### src/rtl/qspi_rom_responder.sv
// qspi_rom_responder: device side of a quad-SPI cartridge-ROM link. Emulates a
// serial flash answering fast-read-quad (0xEB) from an attached byte-wide memory.
// SCK/CS/IO are oversampled by clk. Optional feature macro:
//   QSPI_ROM_RESPONDER_CONTINUOUS_READ_EN - honour the continuous-read mode byte
//   so the following transaction starts with the address (no command byte).
module qspi_rom_responder #(
  parameter int ADDR_BITS   = 24,
  parameter int SYNC_STAGES = 2,
  parameter int DUMMY_CLKS  = 4
) (
  input  logic                 clk,
  input  logic                 reset,
  input  logic                 spi_select,
  input  logic                 spi_clk,
  input  logic [3:0]           spi_data_in,
  output logic [3:0]           spi_data_out,
  output logic [3:0]           spi_data_oe,
  output logic                 mem_rd,
  output logic [ADDR_BITS-1:0] mem_addr,
  input  logic [7:0]           mem_data,
  output logic                 active,
  output logic                 cmd_error
);

  localparam int                   ADDR_NIBBLES = ADDR_BITS / 4;
  localparam logic [7:0]           CMD_QUAD_READ = 8'hEB;
  localparam logic [7:0]           CMD_LAST      = 8'd7;
  localparam logic [7:0]           ADDR_LAST     = 8'(ADDR_NIBBLES - 1);
  localparam logic [7:0]           MODE_LAST     = 8'd1;
  localparam logic [7:0]           DUMMY_LAST    = 8'(DUMMY_CLKS);
  localparam logic [ADDR_BITS-1:0] ADDR_ONE      = {{(ADDR_BITS-1){1'b0}}, 1'b1};

  typedef enum logic [2:0] {
    S_IDLE, S_CMD, S_ADDR, S_MODE, S_DUMMY, S_DATA, S_IGNORE
  } state_t;

  state_t r_state;
  state_t w_next;

  logic [SYNC_STAGES-1:0]      r_cs_sync;
  logic [SYNC_STAGES-1:0]      r_sck_sync;
  logic [SYNC_STAGES-1:0][3:0] r_io_sync;
  logic                        r_cs_prev;
  logic                        r_sck_prev;

  logic       w_cs_n;
  logic       w_sck;
  logic [3:0] w_io;
  logic       w_cs_fall;
  logic       w_rise;
  logic       w_fall;
  logic       w_start_addr;
  logic [7:0] w_cmd_byte;

  logic [7:0]           r_cnt;
  logic [6:0]           r_cmd;
  logic [ADDR_BITS-1:0] r_addr;
  logic [ADDR_BITS-1:0] r_mem_addr;
  logic [7:0]           r_shift;
  logic [3:0]           r_low;
  logic [3:0]           r_data_out;
  logic [3:0]           r_data_oe;
  logic                 r_hi_next;
  logic                 r_mem_rd;
  logic                 r_rd_pending;
  logic                 r_cmd_error;

  assign w_cs_n     = r_cs_sync[SYNC_STAGES-1];
  assign w_sck      = r_sck_sync[SYNC_STAGES-1];
  assign w_io       = r_io_sync[SYNC_STAGES-1];
  assign w_cs_fall  = r_cs_prev & ~w_cs_n;
  assign w_rise     = w_sck & ~r_sck_prev;
  assign w_fall     = ~w_sck & r_sck_prev;
  assign w_cmd_byte = {r_cmd, w_io[0]};

`ifdef QSPI_ROM_RESPONDER_CONTINUOUS_READ_EN
  logic [1:0] r_mode_bits;
  logic       r_cont;
  assign w_start_addr = r_cont;
`else
  assign w_start_addr = 1'b0;
`endif

  // Synchronize bus inputs and remember the previous samples for edge detection.
  always_ff @(posedge clk) begin
    // NOTE: synchronizers reset to the idle bus level (CS high, SCK low) so no
    // phantom CS fall or SCK edge is seen as reset releases.
    if (reset) begin
      r_cs_sync  <= '1;
      r_sck_sync <= '0;
      r_io_sync  <= '0;
      r_cs_prev  <= 1'b1;
      r_sck_prev <= 1'b0;
    end else begin
      // NOTE: non-blocking so every flop in the chain samples pre-edge values.
      r_cs_sync  <= {r_cs_sync[SYNC_STAGES-2:0], spi_select};
      r_sck_sync <= {r_sck_sync[SYNC_STAGES-2:0], spi_clk};
      r_io_sync  <= {r_io_sync[SYNC_STAGES-2:0], spi_data_in};
      r_cs_prev  <= w_cs_n;
      r_sck_prev <= w_sck;
    end
  end

  // State register.
  always_ff @(posedge clk) begin
    if (reset) r_state <= S_IDLE;
    else       r_state <= w_next;
  end

  // Next-state logic; a deasserted CS overrides any SCK edge in the same clk.
  always_comb begin
    // NOTE: default first so every path assigns w_next and no latch is inferred.
    w_next = r_state;
    if (w_cs_n) begin
      w_next = S_IDLE;
    end else begin
      case (r_state)
        S_IDLE:  if (w_cs_fall) w_next = w_start_addr ? S_ADDR : S_CMD;
        S_CMD:   if (w_rise && r_cnt == CMD_LAST)
                   w_next = (w_cmd_byte == CMD_QUAD_READ) ? S_ADDR : S_IGNORE;
        S_ADDR:  if (w_rise && r_cnt == ADDR_LAST) w_next = S_MODE;
        S_MODE:  if (w_rise && r_cnt == MODE_LAST) w_next = S_DUMMY;
        S_DUMMY: if (w_fall && r_cnt == DUMMY_LAST) w_next = S_DATA;
        default: ;
      endcase
    end
  end

  // Datapath: sample on SCK rise, drive on SCK fall, prefetch one byte ahead.
  always_ff @(posedge clk) begin
    if (reset) begin
      r_cnt        <= '0;
      r_cmd        <= '0;
      r_addr       <= '0;
      r_mem_addr   <= '0;
      r_shift      <= '0;
      r_low        <= '0;
      r_data_out   <= '0;
      r_data_oe    <= '0;
      r_hi_next    <= 1'b0;
      r_mem_rd     <= 1'b0;
      r_rd_pending <= 1'b0;
      r_cmd_error  <= 1'b0;
`ifdef QSPI_ROM_RESPONDER_CONTINUOUS_READ_EN
      r_mode_bits  <= '0;
      r_cont       <= 1'b0;
`endif
    end else begin
      r_mem_rd     <= 1'b0;
      r_rd_pending <= r_mem_rd;
      // Memory answers one clk after the strobe.
      if (r_rd_pending) r_shift <= mem_data;

      if (w_next != r_state) r_cnt <= '0;
      else if (w_rise)       r_cnt <= r_cnt + 8'd1;

      if (w_cs_n) begin
        r_data_oe  <= '0;
        r_data_out <= '0;
      end else begin
        case (r_state)
          S_CMD: if (w_rise) begin
            r_cmd <= w_cmd_byte[6:0];
            if (r_cnt == CMD_LAST && w_cmd_byte != CMD_QUAD_READ) r_cmd_error <= 1'b1;
          end
          S_ADDR: if (w_rise) r_addr <= {r_addr[ADDR_BITS-5:0], w_io};
          S_MODE: if (w_rise) begin
`ifdef QSPI_ROM_RESPONDER_CONTINUOUS_READ_EN
            // Mode byte bits [5:4] arrive as bits [1:0] of the first nibble.
            if (r_cnt == 8'd0) r_mode_bits <= w_io[1:0];
            else               r_cont      <= (r_mode_bits == 2'b10);
`endif
            if (r_cnt == MODE_LAST) begin
              r_mem_rd   <= 1'b1;
              r_mem_addr <= r_addr;
              r_addr     <= r_addr + ADDR_ONE;
            end
          end
          S_DUMMY: if (w_fall && r_cnt == DUMMY_LAST) begin
            r_data_oe  <= 4'hF;
            r_data_out <= r_shift[7:4];
            r_low      <= r_shift[3:0];
            r_hi_next  <= 1'b0;
            r_mem_rd   <= 1'b1;
            r_mem_addr <= r_addr;
            r_addr     <= r_addr + ADDR_ONE;
          end
          S_DATA: if (w_fall) begin
            if (r_hi_next) begin
              // Low nibble is parked so the shift register can take the next byte.
              r_data_out <= r_shift[7:4];
              r_low      <= r_shift[3:0];
              r_hi_next  <= 1'b0;
              r_mem_rd   <= 1'b1;
              r_mem_addr <= r_addr;
              r_addr     <= r_addr + ADDR_ONE;
            end else begin
              r_data_out <= r_low;
              r_hi_next  <= 1'b1;
            end
          end
          S_IGNORE: r_data_oe <= '0;
          default: ;
        endcase
      end
    end
  end

  assign spi_data_out = r_data_out;
  assign spi_data_oe  = r_data_oe;
  assign mem_rd       = r_mem_rd;
  assign mem_addr     = r_mem_addr;
  assign active       = ~w_cs_n;
  assign cmd_error    = r_cmd_error;

endmodule

### config.mk
export PLATFORM = sky130hd
export DESIGN_NAME = qspi_rom_responder
export DESIGN_NICKNAME = d
export VERILOG_FILES = /design/src/rtl/qspi_rom_responder.sv
export SDC_FILE = /design/constraint.sdc
export NUM_CORES = 1
export LEC_CHECK = 0
export ABC_AREA = 0
export CAP_MARGIN = 20
export CORE_ASPECT_RATIO = 1.4
export CORE_MARGIN = 2
export CORE_UTILIZATION = 50
export DETAILED_ROUTE_END_ITERATION = 10
export PLACE_DENSITY = 0.85
export REMOVE_ABC_BUFFERS = 1
export SLEW_MARGIN = 10
export SYNTH_ARGS = -nofsm -noshare
export SYNTH_HDL_FRONTEND = slang
export SYNTH_SLANG_ARGS = --single-unit
### constraint.sdc
create_clock -name clk -period 1.9 [get_ports clk]
set_input_delay 0.19 -clock clk [delete_from_list [all_inputs] [get_ports clk]]
set_output_delay 0.19 -clock clk [all_outputs]
set_load 0.01 [all_outputs]
# [Word-level counts from Yosys, hierarchy flattened]
# Cells that the tools add are included.
[totals] in_bits=16 elab_cells=107 register_bits=104
[op_classes] n_addsub=2 muxes=41 bitwise=6 reduce_logical=20 eq_ne=19
[ops] op="$mux W24" count=11
[ops] op="$pmux W24 S4" count=1
[ops] op="$pmux W24 S3" count=1
[ops] op="$mux W4" count=7
[ops] op="$add A24 B1 Y24 const B" count=1
[ops] op="$eq A8 B3 Y1 const B" count=3
[ops] op="$pmux W4 S2" count=3
[ops] op="$mux W3" count=7
[ops] op="$pmux W3 S5" count=1
[ops] op="$ne A2 B2 Y1 const B" count=6
[ops] op="$eq A3 B3 Y1 const B" count=3
[ops] op="$add A8 B1 Y8 const B" count=1
[ops] op="$eq A8 B1 Y1 const B" count=1
[ops] op="$eq A8 B8 Y1 const B" count=1
[ops] op="$mux W1" count=8
[ops] op="$ne A8 B8 Y1 const B" count=1
[ops] op="$reduce_and A4 Y1" count=2
[ops] op="$reduce_and A8 Y1" count=1
[ops] op="$reduce_and A7 Y1" count=1
[ops] op="$eq A3 B2 Y1 const B" count=2
[ops] op="$reduce_and A3 Y1" count=2
[ops] op="$logic_and A1 B1 Y1" count=5
[ops] op="$reduce_and A5 Y1" count=1
[ops] op="$reduce_bool A2 Y1" count=2
[ops] op="11 further kinds" count=16

# [Depth between registers and ports, before layout]
[depth] word_depth=8 depth_mapped=8 ltp_nobuf=7

# [Worst setup path after synthesis]
# Ideal clock, no wire load.
[synth_timing] path_kind="flip-flop to flip-flop" from="register r_cnt[4]" to="register r_addr[15]" path_slack_ns=-0.247 required_time_ns=1.763 t_arrival_ns=2.010 period_less_slack_ns=2.147 stages_incl_launch_ff=7 cell_sequence="dfxtp_1 -> or4_4 -> o31a_1 -> a211o_1 -> buf_2 -> o311ai_2 -> o311ai_1"
[synth_via] elab_chain_cells=4 word_cells_on_any_way=6 classes_between="eq/ne: 4; reduce/logical: 2"
[synth_lines] item="from (decl)" line_no="55" source="logic [7:0] r_cnt;"
[synth_lines] item="from (signal assigned)" line_no="155" source="else if (w_rise) r_cnt <= r_cnt + 8'd1;"
[synth_lines] item="$eq A8 B3 Y1" line_no="179" source="S_DUMMY: if (w_fall && r_cnt == DUMMY_LAST) begin"
[synth_lines] item="$logic_and A1 B1 Y1" line_no="179"
[synth_lines] item="$ne A2 B2 Y1 (no line)"
[synth_lines] item="$reduce_and A8 Y1 (no line) (*)"
[synth_lines] item="to (signal assigned)" line_no="176" source="r_addr <= r_addr + ADDR_ONE;"
[synth_lines] item="to (signal assigned)" line_no="186" source="r_addr <= r_addr + ADDR_ONE;"
[synth_lines] item="to (signal assigned)" line_no="196" source="r_addr <= r_addr + ADDR_ONE;"
[synth_lines] item="to (decl)" line_no="57" source="logic [ADDR_BITS-1:0] r_addr;"
# Every way passes the cells marked *; elsewhere a longest branch is shown, timed or not.
# A chain may end at the register's enable or synchronous reset.

# [Final worst setup path]
[layout_timing] from="register r_cnt[5]" to="register r_addr[1]"
# The elaborated chain is that of the path after synthesis.

==> impl_metrics.tcl <==
set metrics [dict create \
    grt_max_degree 45 \
    netlist_area_sq_um 4710 \
    hp-class "in2reg" \
    cp.required_ns 2.15 \
    synth_top_area_share_pct 42.9 \
    path_cells "or4_4, o31a_1, buf_4, a211oi_4, buf_6, a21oi_1, a311oi_1" \
    via_per_inst 6.82 \
    core_area_sq_um 9080 \
    antenna_cells 0 \
    overflow 0 \
    netlist-cell-type-count 57 \
    h-tree-depth 3 \
    synth.top_cells.by_area "dfxtp_1 43%, a21oi_1 5.2%, mux2i_1 4.0%, nand3_1 4.0%, nor2_1 3.7%" \
    max-vdd-ir-drop_uv 560 \
    fin_area_sq_um 6870 \
    nets 686 \
    dp.cells 745 \
    avgSynthCellArea_sq_um 8.50 \
    rows 41 \
    power_density_nw_per_um2 612 \
    areaGrowthSynthToFinish_pct 45.8 \
    slew_headroom_pct 43.4 \
    numClockSinks 101 \
    fin_worst_skew_ns 0.0116 \
    criticalPathCategory "reg2reg" \
    via_count 5309 \
    violations "negative setup slack" \
    report.final.slew_viol_count 0 \
    fmax_ghz 0.461 \
    grt_pass1_wl_um 22900 \
    dpl.hpwl_um 8840 \
    drv_cap 0 \
    die_h_um 119 \
    cpPeakStageDelay_ns 0.52 \
    endpoint_kind "flop" \
    io_pins 51 \
    place_area_sq_um 5770 \
    yosysWarnings 0 \
    gp_congestion 0.906 \
    clk_latency_ns 0.36 \
    clockRootBuffer "clkbuf_16" \
    drtAntennaViolNets 0 \
    period_needed_ns 2.17 \
    antenna_found_initial 0 \
    rsz0062_at_grt "true" \
    start_util_pct 51.9 \
    pre_cts_ws_ns -0.290 \
    cellLeakagePower_nw 2.32 \
    crit_buf_inv 2 \
    final.setup.worst_slack_ns -0.267 \
    cp_top_family "compound AO/OA/AOI/OAI gates" \
    synthArstFlopShare_pct 0 \
    synth-edff-count 0 \
    drtPass1Iterations 5 \
    clk_pin_slew_ns 0.07 \
    cts_buffer_depth 2 \
    crit_arrival_ns 2.41 \
    fillers 554 \
    synth-main-ff-cell "dfxtp_1" \
    drive_gt1_share_pct 29.7 \
    portBuffers 50 \
    wl_per_cell_um 21.3 \
    finalCritPeriodShare_pct 114 \
    cts_tree "done" \
    instances_no_fill 778 \
    die_x_um 86.0 \
    yosysSeqAreaShare_pct 42.9 \
    worst_slew_pin_slew_ns 0.848 \
    synthCells 554 \
    cts_made_buffers 9 \
    outcome "finished with violations" \
    synth_seq_cells 101 \
    start_kind "flop" \
    grt_pass1_vias 4866 \
    worstPathMaxFanout 7 \
    drt-total-wl_um 16500 \
    grt_usage_pct 27.8 \
    drt_iter0_drc 653 \
    hold_violations 0 \
    finalSetupViolations 64 \
    drc 0 \
    crit_slowest_cell "or4_4" \
    dieArea_sq_um 10200 \
    yosys.area.top_type "dfxtp_1" \
]
worst register-to-register path, cell delays in order (launching register included):
cell      delay, ns
dfxtp_2        0.33
or4_4          0.52
o31a_1         0.32
buf_4          0.17
a211oi_4       0.19
buf_6          0.17
a21oi_1        0.08
a311oi_1       0.27
cell type report:
type	count	area (sq um)	share of cell area, %
inverter	10	42.5	0.619
timing repair buffer	145	1360	19.8
clock inverter	3	43.8	0.638
tap	107	134	1.95
sequential	101	2030	29.6
clock buffer	13	260	3.79
multi-input combinational	399	3000	43.7
placed cells by master (no fill, tap or decap), types with 12 or more instances in the layout:
cell type	count
dfxtp_1	96
buf_4	74
clkdlybuf4s50_1	49
a21oi_1	45
nor2_1	39
nand3_1	32
nand2_1	29
mux2i_1	19
o21ai_2	19
nor2b_1	16
nand4_1	13
buf_6	13
o31ai_1	12
cells by family (layout without fill, tap and decap cells):
group           Yosys count  count (layout)  share of synthesized area [%]
fa+ha+maj                 4               4                           1.06
buf+inv                  54             171                           4.73
xor+xnor                  7               7                           1.30
simple gates            192             192                           21.0
mux                      19              19                           4.04
compound gates          177             177                           24.9
flops                   101             101                           42.9
path summary, 6_finish.rpt:
| path | start | to | slack [ns] | cells after the start |
|---|---|---|---|---|
| hold reg to reg | r_cs_sync[0] | r_cs_sync[1] | 0.42 | 1 |
| setup reg to reg | r_cnt[5] | r_addr[1] | -0.27 | 7 |
| setup / recovery | r_cnt[5] | r_addr[1] | -0.27 | 7 |
| hold / removal | reset | r_low[1] | 0.32 | 3 |
per-stage QoR:
stage | utilization [%] | power (mW) | hold WS [ns] | TNS (ns)
floorplan | - | 2.22 | 0.259 | -55.72
global placement | 63.5 | 2.32 | 0.397 | -10.15
detailed placement | 63.5 | 2.32 | 0.403 | -12.05
CTS | 70.5 | 4.17 | 0.315 | -4.41
global route | 75.6 | 4.30 | 0.357 | -15.36
finish | 75.6 | 4.20 | 0.316 | -11.12
timing repair:
action	CTS	global route
gates resized for setup	58	103
cloned	3	2
setup buffers	5	8
endpoints found under the setup margin	60	75
pin swaps	24	27
hold buffers	0	0
cell usage after synthesis (11+ instances only):
library cell and instances:
dfxtp_1 101, clkbuf_1 34, a21oi_1 49, nor2b_1 16, mux2i_1 19, nor4_1 11
o31ai_1 14, a31oi_1 12, nand4_1 13, a211oi_1 13, nand3_1 38, o21ai_0 33
nor2_1 47, nand2_1 30
state kept, by name, indices dropped and copies added, names as in the netlist, 2 cells and up:
| register | count |
|---|---|
| r_state | 3 |
| r_cs_sync | 2 |
| r_cmd | 7 |
| r_sck_sync | 2 |
| r_shift | 8 |
| r_addr | 24 |
| mem_addr | 24 |
| r_low | 4 |
| w_io | 4 |
| spi_data_out | 4 |
| r_cnt | 8 |
| r_io_sync | 4 |
power by group:
group          total, mW  internal, mW  switching, mW
clock               1.89          1.09          0.800
combinational      0.165        0.0750         0.0896
sequential          2.14          2.13         0.0103
total               4.20          3.30          0.900
per-layer routing:
layer | vias to the layer above | part of all wire (%) | GRT usage [%]
li1 | 2301 | - | -
met1 | 2512 | 33 | 30.0
met2 | 366 | 51 | 48.6
met3 | 130 | 7.2 | 5.06
met4 | 0 | 8.2 | 17.6
met5 | - | 0 | 0
No activity file was read; power rests on OpenSTA's default activity.
